### src/rtl/fetch_unit.sv
// Instruction-fetch stage: owns the PC, issues in-order word fetches under a
// credit limit, buffers returned words with their PC, and hands them to decode.
// An EX-stage redirect flushes the buffer and drops every in-flight response.
module fetch_unit #(
  parameter logic [31:0] RESET_PC = 32'h0000_0000,
  parameter int          DEPTH    = 2
) (
  input  logic        clk,
  input  logic        rst,
  output logic        imem_req_valid,
  input  logic        imem_req_ready,
  output logic [31:0] imem_req_addr,
  input  logic        imem_rsp_valid,
  input  logic [31:0] imem_rsp_data,
  input  logic        redirect_valid,
  input  logic [31:0] redirect_pc,
  output logic        id_valid,
  input  logic        id_ready,
  output logic [31:0] id_inst,
  output logic [31:0] id_pc
);

  localparam int          CW  = $clog2(DEPTH + 1);
  localparam int          PW  = (DEPTH > 1) ? $clog2(DEPTH) : 1;
  localparam logic [31:0] NOP = 32'h0000_0013;

  logic [31:0]   r_pc;
  logic [31:0]   r_resp_pc;
  logic [CW-1:0] r_count;
  logic [CW-1:0] r_outstanding;
  logic [CW-1:0] r_drop;
  logic [PW-1:0] r_rd_ptr;
  logic [PW-1:0] r_wr_ptr;
  logic [31:0]   r_buf_inst [DEPTH];
  logic [31:0]   r_buf_pc   [DEPTH];

  logic [31:0]   w_redirect_target;
  logic [CW:0]   w_used;
  logic [CW:0]   w_limit;
  logic          w_pop;
  logic          w_accept;
  logic          w_rsp_take;
  logic          w_push;
  logic [PW-1:0] w_rd_ptr_inc;
  logic [PW-1:0] w_wr_ptr_inc;

  assign w_redirect_target = redirect_pc & ~32'h0000_0003;

  // Request credit counts both in-flight fetches and buffered words, so a
  // response can always be pushed without back-pressuring memory.
  assign w_used  = (CW+1)'(r_outstanding) + (CW+1)'(r_count);
  assign w_limit = (CW+1)'(DEPTH) + (CW+1)'(w_pop);

  assign w_rd_ptr_inc = (r_rd_ptr == PW'(DEPTH - 1)) ? '0 : r_rd_ptr + PW'(1);
  assign w_wr_ptr_inc = (r_wr_ptr == PW'(DEPTH - 1)) ? '0 : r_wr_ptr + PW'(1);

  // Handshake and datapath decode for the current cycle.
  always_comb begin
    // NOTE: every output of a combinational block gets a default first so no
    // path leaves it unassigned and no latch is inferred.
    id_valid       = 1'b0;
    id_inst        = NOP;
    id_pc          = 32'h0;
    imem_req_valid = 1'b0;
    imem_req_addr  = r_pc & ~32'h0000_0003;

    id_valid = !rst && (r_count != '0) && !redirect_valid;
    if (id_valid) begin
      id_inst = r_buf_inst[r_rd_ptr];
      id_pc   = r_buf_pc[r_rd_ptr];
    end

    imem_req_valid = !rst && !redirect_valid && (w_used < w_limit);
  end

  assign w_pop      = id_valid && id_ready;
  assign w_accept   = imem_req_valid && imem_req_ready;
  // A response with nothing outstanding belongs to a fetch issued before reset.
  assign w_rsp_take = imem_rsp_valid && (r_outstanding != '0);
  assign w_push     = w_rsp_take && (r_drop == '0) && !redirect_valid;

  // PC, response PC, occupancy, in-flight and drop bookkeeping.
  // NOTE: sequential state uses non-blocking assignments only, so every
  // register samples the pre-edge value of every other register.
  always_ff @(posedge clk) begin
    if (rst) begin
      r_pc          <= RESET_PC;
      r_resp_pc     <= RESET_PC;
      r_count       <= '0;
      r_outstanding <= '0;
      r_drop        <= '0;
      r_rd_ptr      <= '0;
      r_wr_ptr      <= '0;
    end else begin
      r_outstanding <= r_outstanding + CW'(w_accept) - CW'(w_rsp_take);
      if (redirect_valid) begin
        r_pc      <= w_redirect_target;
        r_resp_pc <= w_redirect_target;
        r_count   <= '0;
        r_rd_ptr  <= '0;
        r_wr_ptr  <= '0;
        // Everything still in flight after this cycle's response is stale.
        r_drop    <= r_outstanding - CW'(w_rsp_take);
      end else begin
        if (w_accept) r_pc <= r_pc + 32'd4;
        if (w_rsp_take && (r_drop != '0)) r_drop <= r_drop - CW'(1);
        if (w_push) begin
          r_resp_pc <= r_resp_pc + 32'd4;
          r_wr_ptr  <= w_wr_ptr_inc;
        end
        if (w_pop) r_rd_ptr <= w_rd_ptr_inc;
        r_count <= r_count + CW'(w_push) - CW'(w_pop);
      end
    end
  end

  // Instruction buffer storage, written on push.
  // NOTE: the storage array is not reset; occupancy is tracked by r_count, so
  // stale entries are never presented and resetting them would only cost area.
  always_ff @(posedge clk) begin
    if (w_push) begin
      r_buf_inst[r_wr_ptr] <= imem_rsp_data;
      r_buf_pc[r_wr_ptr]   <= r_resp_pc;
    end
  end

  // The credit rule must make a push into a full buffer impossible.
  always_ff @(posedge clk) begin
    if (!rst) assert (!(w_push && (r_count == CW'(DEPTH)) && !w_pop));
  end

endmodule
### config.mk
export PLATFORM = sky130hd
export DESIGN_NAME = fetch_unit
export DESIGN_NICKNAME = d
export VERILOG_FILES = /design/src/rtl/fetch_unit.sv
export SDC_FILE = /design/constraint.sdc
export NUM_CORES = 1
export LEC_CHECK = 0
export CAP_MARGIN = 20
export CORE_MARGIN = 5
export CORE_UTILIZATION = 45
export DETAILED_ROUTE_END_ITERATION = 12
export GPL_TIMING_DRIVEN = 0
export MAX_ROUTING_LAYER = met4
export PLACE_DENSITY_LB_ADDON = 0.15
export SYNTH_ARGS = -nofsm -noshare
export SYNTH_HDL_FRONTEND = slang
export SYNTH_SLANG_ARGS = --single-unit
### constraint.sdc
create_clock -name clk -period 6.3 [get_ports clk]
set_input_delay 1.575 -clock clk [delete_from_list [all_inputs] [get_ports clk]]
set_output_delay 1.575 -clock clk [all_outputs]
set_load 0.02 [all_outputs]
==> impl_metrics.json, run 1 <==
{
  "grt_max_degree": 63,
  "clock-skew-final_ns": 0.0133,
  "die_w_um": 149,
  "drt_iter0_markers": 339,
  "clk_latency_ns": 0.43,
  "numCtsBuffers": 17,
  "critPathMaxStageDelay_ns": 0.63,
  "critPathLaunch": "rst",
  "final_common_cell": "clkdlybuf4s50_1",
  "antenna_found_initial": 0,
  "status": "completed",
  "r2r_cells": 9,
  "path_buf_inv": 4,
  "post-cts-setup-buffer-count": 0,
  "ys_seq_area_share_pct": 59.1,
  "hold_ws_ns": 0.510,
  "clockBufferDepth": 2,
  "regArea_um2": 5100,
  "post_cts_resized": 0,
  "top_layer_used": "met4",
  "port_buffers": 159,
  "grt_overflow": 0,
  "dieArea_um2": 22100,
  "grt_pass1_wl_mm": 34.2,
  "routabilityCongestion": 0.957,
  "synth_top_area_share_pct": 43.1,
  "critical_path.top_delay_family": "buffers and inverters",
  "finalSetupViolations": 0,
  "synth.distinct_cells": 67,
  "wl_met1_mm": 9.87,
  "ant_nets": 0,
  "slew_headroom_pct": 36.5,
  "track_usage_pct": 20.3,
  "num_vias": 6404,
  "ys_seq_elements": 193,
  "p_total_mw": 2.98,
  "ctsHoldBuffers": 0,
  "antenna_cells": 0,
  "tightest_slew_ns": 0.946,
  "path_class": "input port to primary output",
  "initial_core_util_pct": 45.9,
  "place_hpwl_mm": 15.7,
  "syn-instance-count": 745,
  "critical_path_depth": 7,
  "cp-end-kind": "primary output",
  "die_height_um": 149,
  "coreArea_um2": 18800,
  "multi_input_area_um2": 3310,
  "io_pins": 168,
  "drv_cap": 0,
  "cts.sinks": 193,
  "grt_setup_unrepaired": "no",
  "dr_wl_met3_mm": 1.28,
  "arrival_ns": 4.12,
  "power.leakage_nw": 3.69,
  "synth_area_um2": 8630,
  "crit_end": "id_pc[29]",
  "cts_tree": "yes",
  "first_pass_iters": 5,
  "drc": 0,
  "r2r_start": "r_outstanding[0]$_SDFF_PP0_",
  "grt_pass1_vias": 6330,
  "wl_mm": 21.6,
  "worstPathCellList": "buf_2 -> nor2_2 -> o21ai_1 -> clkbuf_1 -> buf_1 -> nor2_1 -> clkdlybuf4s50_1",
  "syn_to_final_growth_pct": 30.0,
  "fillers": 1592,
  "fmax_mhz": 176,
  "cp_max_fo": 10,
  "final_layout_size_suffix_gt1_share_pct": 6.48,
  "cp-start-kind": "input port",
  "synth_enable_flop_cells": 124,
  "critPathSlowestCell": "clkdlybuf4s50_1",
  "wire_per_inst_um": 18.0,
  "synth_flop_cell": "edfxtp_1",
  "met2_length_mm": 9.91,
  "syn_area_per_cell_um2": 11.6,
  "regToRegSetupSlack_ns": 3.52,
  "power_density_nw_per_um2": 265,
  "peakVddDrop_mv": 0.210,
  "timing.final.max_slew_violations": 0,
  "required_ns": 4.72,
  "rr_endpoint": "r_outstanding[0]$_SDFF_PP0_",
  "path_clk_slew_ns": 0.06,
  "finalHoldViolations": 0,
  "h-tree-depth": 4,
  "cts_root_buf": "clkbuf_16",
  "min_period_over_period_pct": 90.4,
  "yosysTopAreaCell": "edfxtp_1",
  "row_count": 50,
  "synthTopCellsByArea": "edfxtp_1 (43%), dfxtp_1 (16%), mux2i_1 (7.5%)",
  "final_cell_mix": "clkdlybuf4s50_1 (159), edfxtp_1 (124), nor2_1 (96), dfxtp_1 (69), mux2i_1 (65)",
  "timing.final.crit_period_ns": 5.70,
  "postSynth.asyncResetShare_pct": 0,
  "nNetsFinal": 1008,
  "vias_per_cell": 5.33,
  "min_path_type": "flop to flop",
  "yosys_warnings": 0
}
[area by class of cell]
cell class              instances  share of cell area, %
plain buffers                  40                   1.58
clock buffers                  18                   3.91
clock inverters                14                   1.45
inverters                      18                  0.602
multi-input cells             497                   29.5
flip-flops and latches        193                   45.5
well taps                     260                   2.90
repair buffers                161                   14.6
[per-stage QoR]
step                      TNS, ns  setup WS [ns]  cell area [um^2]  util (%)  std cells
final                           0          0.602             11200      59.6       1201
after global routing            0          0.369             11200      59.6       1201
after CTS                       0          0.550             11200      59.6       1201
after detailed placement        0          0.553             10600      56.4       1169
after global placement     -88.29          -1.40             10600      56.1       1167
after floorplan                 0          0.988              8650         -        748
[power breakdown]
part	leakage (nW)	total, mW	switching, mW	internal [mW]
Combinational	1.70	0.389	0.218	0.171
Clock	0.286	1.09	0.459	0.633
Sequential	1.70	1.50	0.0628	1.44
[flip-flops by register name (all words and copies together), names as in the netlist, named ones only]
signal         cells
r_buf_pc          60
r_count            2
r_rd_ptr           1
r_resp_pc         30
r_drop             2
r_pc              30
r_wr_ptr           1
r_outstanding      2
r_buf_inst        64
[worst min-delay path by stage]
stage	start	endpoint	slack, ns	cells after the start
after global placement	r_resp_pc[10]$_SDFFE_PP0P_	r_buf_pc[0][10]$_DFFE_PP_	0.49	0
after CTS	r_resp_pc[10]$_SDFFE_PP0P_	r_buf_pc[1][10]$_DFFE_PP_	0.51	0
after global routing	r_resp_pc[10]$_SDFFE_PP0P_	r_buf_pc[0][10]$_DFFE_PP_	0.52	0
after detailed placement	r_resp_pc[10]$_SDFFE_PP0P_	r_buf_pc[0][10]$_DFFE_PP_	0.50	0
final	r_resp_pc[10]$_SDFFE_PP0P_	r_buf_pc[0][10]$_DFFE_PP_	0.51	0
after floorplan	r_resp_pc[6]$_SDFFE_PP0P_	r_buf_pc[0][6]$_DFFE_PP_	0.46	0
[synth_stat cells, types with 16 or more instances]
library cell	n
dfxtp_1	69
xor2_1	20
nand4_1	22
nor2_1	97
inv_1	17
nand2_1	46
clkbuf_1	28
edfxtp_1	124
mux2i_1	65
nand3_1	24
a21oi_1	16
xnor2_1	23
[metal layers]
| metal | up-vias | track usage (%) |
|---|---|---|
| li1 | 3095 | - |
| met1 | 3035 | 27.3 |
| met2 | 236 | 31.1 |
| met3 | 38 | 3.72 |
| met4 | 0 | 7.30 |
| met5 | - | - |
[cells by family (layout without fill, tap and decap cells)]
logic type	Yosys count	in the layout	synth area share (%)
flops	193	193	59.1
buf+inv	58	251	2.84
simple gates	273	273	16.4
other cells	1	4	0.0434
compound gates	101	101	8.01
mux	66	66	7.67
fa+ha+maj	10	10	1.54
xor+xnor	43	43	4.36
No activity file was read; power rests on OpenSTA's default activity.
==> inputs of run 2 (changes only) <==
--- a/config.mk
+++ b/config.mk
@@ -12,6 +12,7 @@
 export GPL_TIMING_DRIVEN = 0
 export MAX_ROUTING_LAYER = met4
 export PLACE_DENSITY_LB_ADDON = 0.15
+export REMOVE_ABC_BUFFERS = 1
 export SYNTH_ARGS = -nofsm -noshare
 export SYNTH_HDL_FRONTEND = slang
 export SYNTH_SLANG_ARGS = --single-unit
==> impl_metrics.json, run 2 (synthesis results as in run 1) <==
{
  "die_height_um": 149,
  "h-tree-depth": 4,
  "final_layout_size_suffix_gt1_share_pct": 6.93,
  "drc": 0,
  "place_hpwl_mm": 15.5,
  "track_usage_pct": 20.2,
  "status": "completed",
  "cp-end-kind": "primary output",
  "routabilityCongestion": 0.798,
  "cp-start-kind": "input port",
  "post-cts-setup-buffer-count": 0,
  "pre_cts_ws_ns": 0.758,
  "clock-skew-final_ns": 0.0110,
  "cts_root_buf": "clkbuf_16",
  "path_buf_inv": 3,
  "fmax_mhz": 180,
  "path_clk_slew_ns": 0.07,
  "min_period_over_period_pct": 88.3,
  "min_path_type": "flop to flop",
  "critical_path.top_delay_family": "buffers and inverters",
  "row_count": 50,
  "top_regs": "r_buf_inst: 64 flops, r_buf_pc: 60 flops",
  "fin_util_pct": 59.6,
  "arrival_ns": 3.99,
  "peakVddDrop_mv": 0.206,
  "initial_core_util_pct": 45.9,
  "setup_ws_ns": 0.738,
  "critPathMaxStageDelay_ns": 0.62,
  "tightest_slew_ns": 0.965,
  "cts_tree": "yes",
  "layout.cells.non_filler": 1169,
  "cp_max_fo": 36,
  "cts.sinks": 193,
  "power.leakage_nw": 3.69,
  "ant_nets": 0,
  "post_cts_resized": 0,
  "largest_reg_flops": 64,
  "power_density_nw_per_um2": 266,
  "grt_setup_unrepaired": "no",
  "antenna_found_initial": 0,
  "required_ns": 4.72,
  "regMostFlops": "r_buf_inst",
  "nNetsFinal": 976,
  "timing.final.crit_period_ns": 5.56,
  "ctsHoldBuffers": 0,
  "final_cell_mix": "clkdlybuf4s50_1 (159), edfxtp_1 (124), nor2_1 (96), dfxtp_1 (68), mux2i_1 (65)",
  "wl_mm": 21.7,
  "numCtsBuffers": 17,
  "first_pass_iters": 5,
  "grt_pass1_vias": 6505,
  "syn_to_final_growth_pct": 30.0,
  "grt_overflow": 0,
  "timing.final.max_slew_violations": 0,
  "vias_per_cell": 5.38,
  "drt_iter0_markers": 358,
  "path_class": "input port to primary output",
  "grt_pass1_wl_mm": 34.1,
  "drv_cap": 0,
  "critPathSlowestCell": "clkdlybuf4s50_1",
  "grt_max_degree": 52,
  "num_vias": 6286,
  "post-place-cells": 1137,
  "slew_headroom_pct": 35.3,
  "finalHoldViolations": 0,
  "antenna_cells": 0,
  "final_common_cell": "clkdlybuf4s50_1",
  "wire_per_inst_um": 18.6,
  "finalSetupViolations": 0,
  "clockBufferDepth": 2,
  "coreArea_um2": 18800,
  "clk_latency_ns": 0.43,
  "die_w_um": 149,
  "worstPathCellList": "buf_2 -> nor2_2 -> o21ai_4 -> buf_16 -> o22a_1 -> nor2_1 -> clkdlybuf4s50_1",
  "dieArea_um2": 22100,
  "port_buffers": 161,
  "io_pins": 168
}
## run 2: through the flow
| stage | hold WS [ns] | cell area (um^2) | total power, mW | setup TNS (ns) |
|---|---|---|---|---|
| final | 0.508 | 11200 | 2.99 | 0 |
| after global routing | 0.531 | 11200 | 3.11 | 0 |
| after CTS | 0.510 | 11200 | 3.01 | 0 |
| after detailed placement | 0.498 | 10600 | 1.90 | 0 |
| after global placement | 0.486 | 10400 | 1.88 | -463.14 |
| after floorplan | 0.456 | 8470 | 1.72 | 0 |
## run 2: layout make-up
cell class              count  area [um^2]
fillers                  1546         7600
flip-flops and latches    193         5110
multi-input cells         497         3320
repair buffers            169         1790
clock buffers              22          507
well taps                 260          325
clock inverters            10          109
inverters                  18         67.6
## run 2: worst paths after layout
kind / endpoint / cells past startpoint / slack, ns / from
worst max-delay path: imem_req_valid / 7 / 0.74 / redirect_valid
worst min register to register: r_buf_pc[0][22]$_DFFE_PP_ / 0 / 0.51 / r_resp_pc[22]$_SDFFE_PP0P_
worst min-delay path: r_buf_pc[0][22]$_DFFE_PP_ / 0 / 0.51 / r_resp_pc[22]$_SDFFE_PP0P_
worst max register to register: r_pc[19]$_SDFFE_PP0P_ / 6 / 3.41 / r_count[0]$_SDFF_PP0_
## run 2: where the power goes
| group | switching, mW | leakage (nW) | internal (mW) |
|---|---|---|---|
| combinational | 0.212 | 1.70 | 0.168 |
| clock | 0.485 | 0.297 | 0.625 |
| sequential | 0.0620 | 1.70 | 1.44 |
## run 2: worst reg2reg max path: cells and delay by family (launching register included)
kind	cells	cell delay [ns]
AOI/OAI and AO/OA	3	1.40
adders and majority gates	1	0.26
DFF	1	0.44
and+or+nand+nor	2	0.68
## run 2: metal layers
layer	vias to the layer above	global-route usage (%)	routed length [um]
met5	-	-	0
met4	0	6.51	397
met3	26	4.78	1390
met2	197	33.9	10900
met1	3038	24.0	9040
li1	3025	-	-
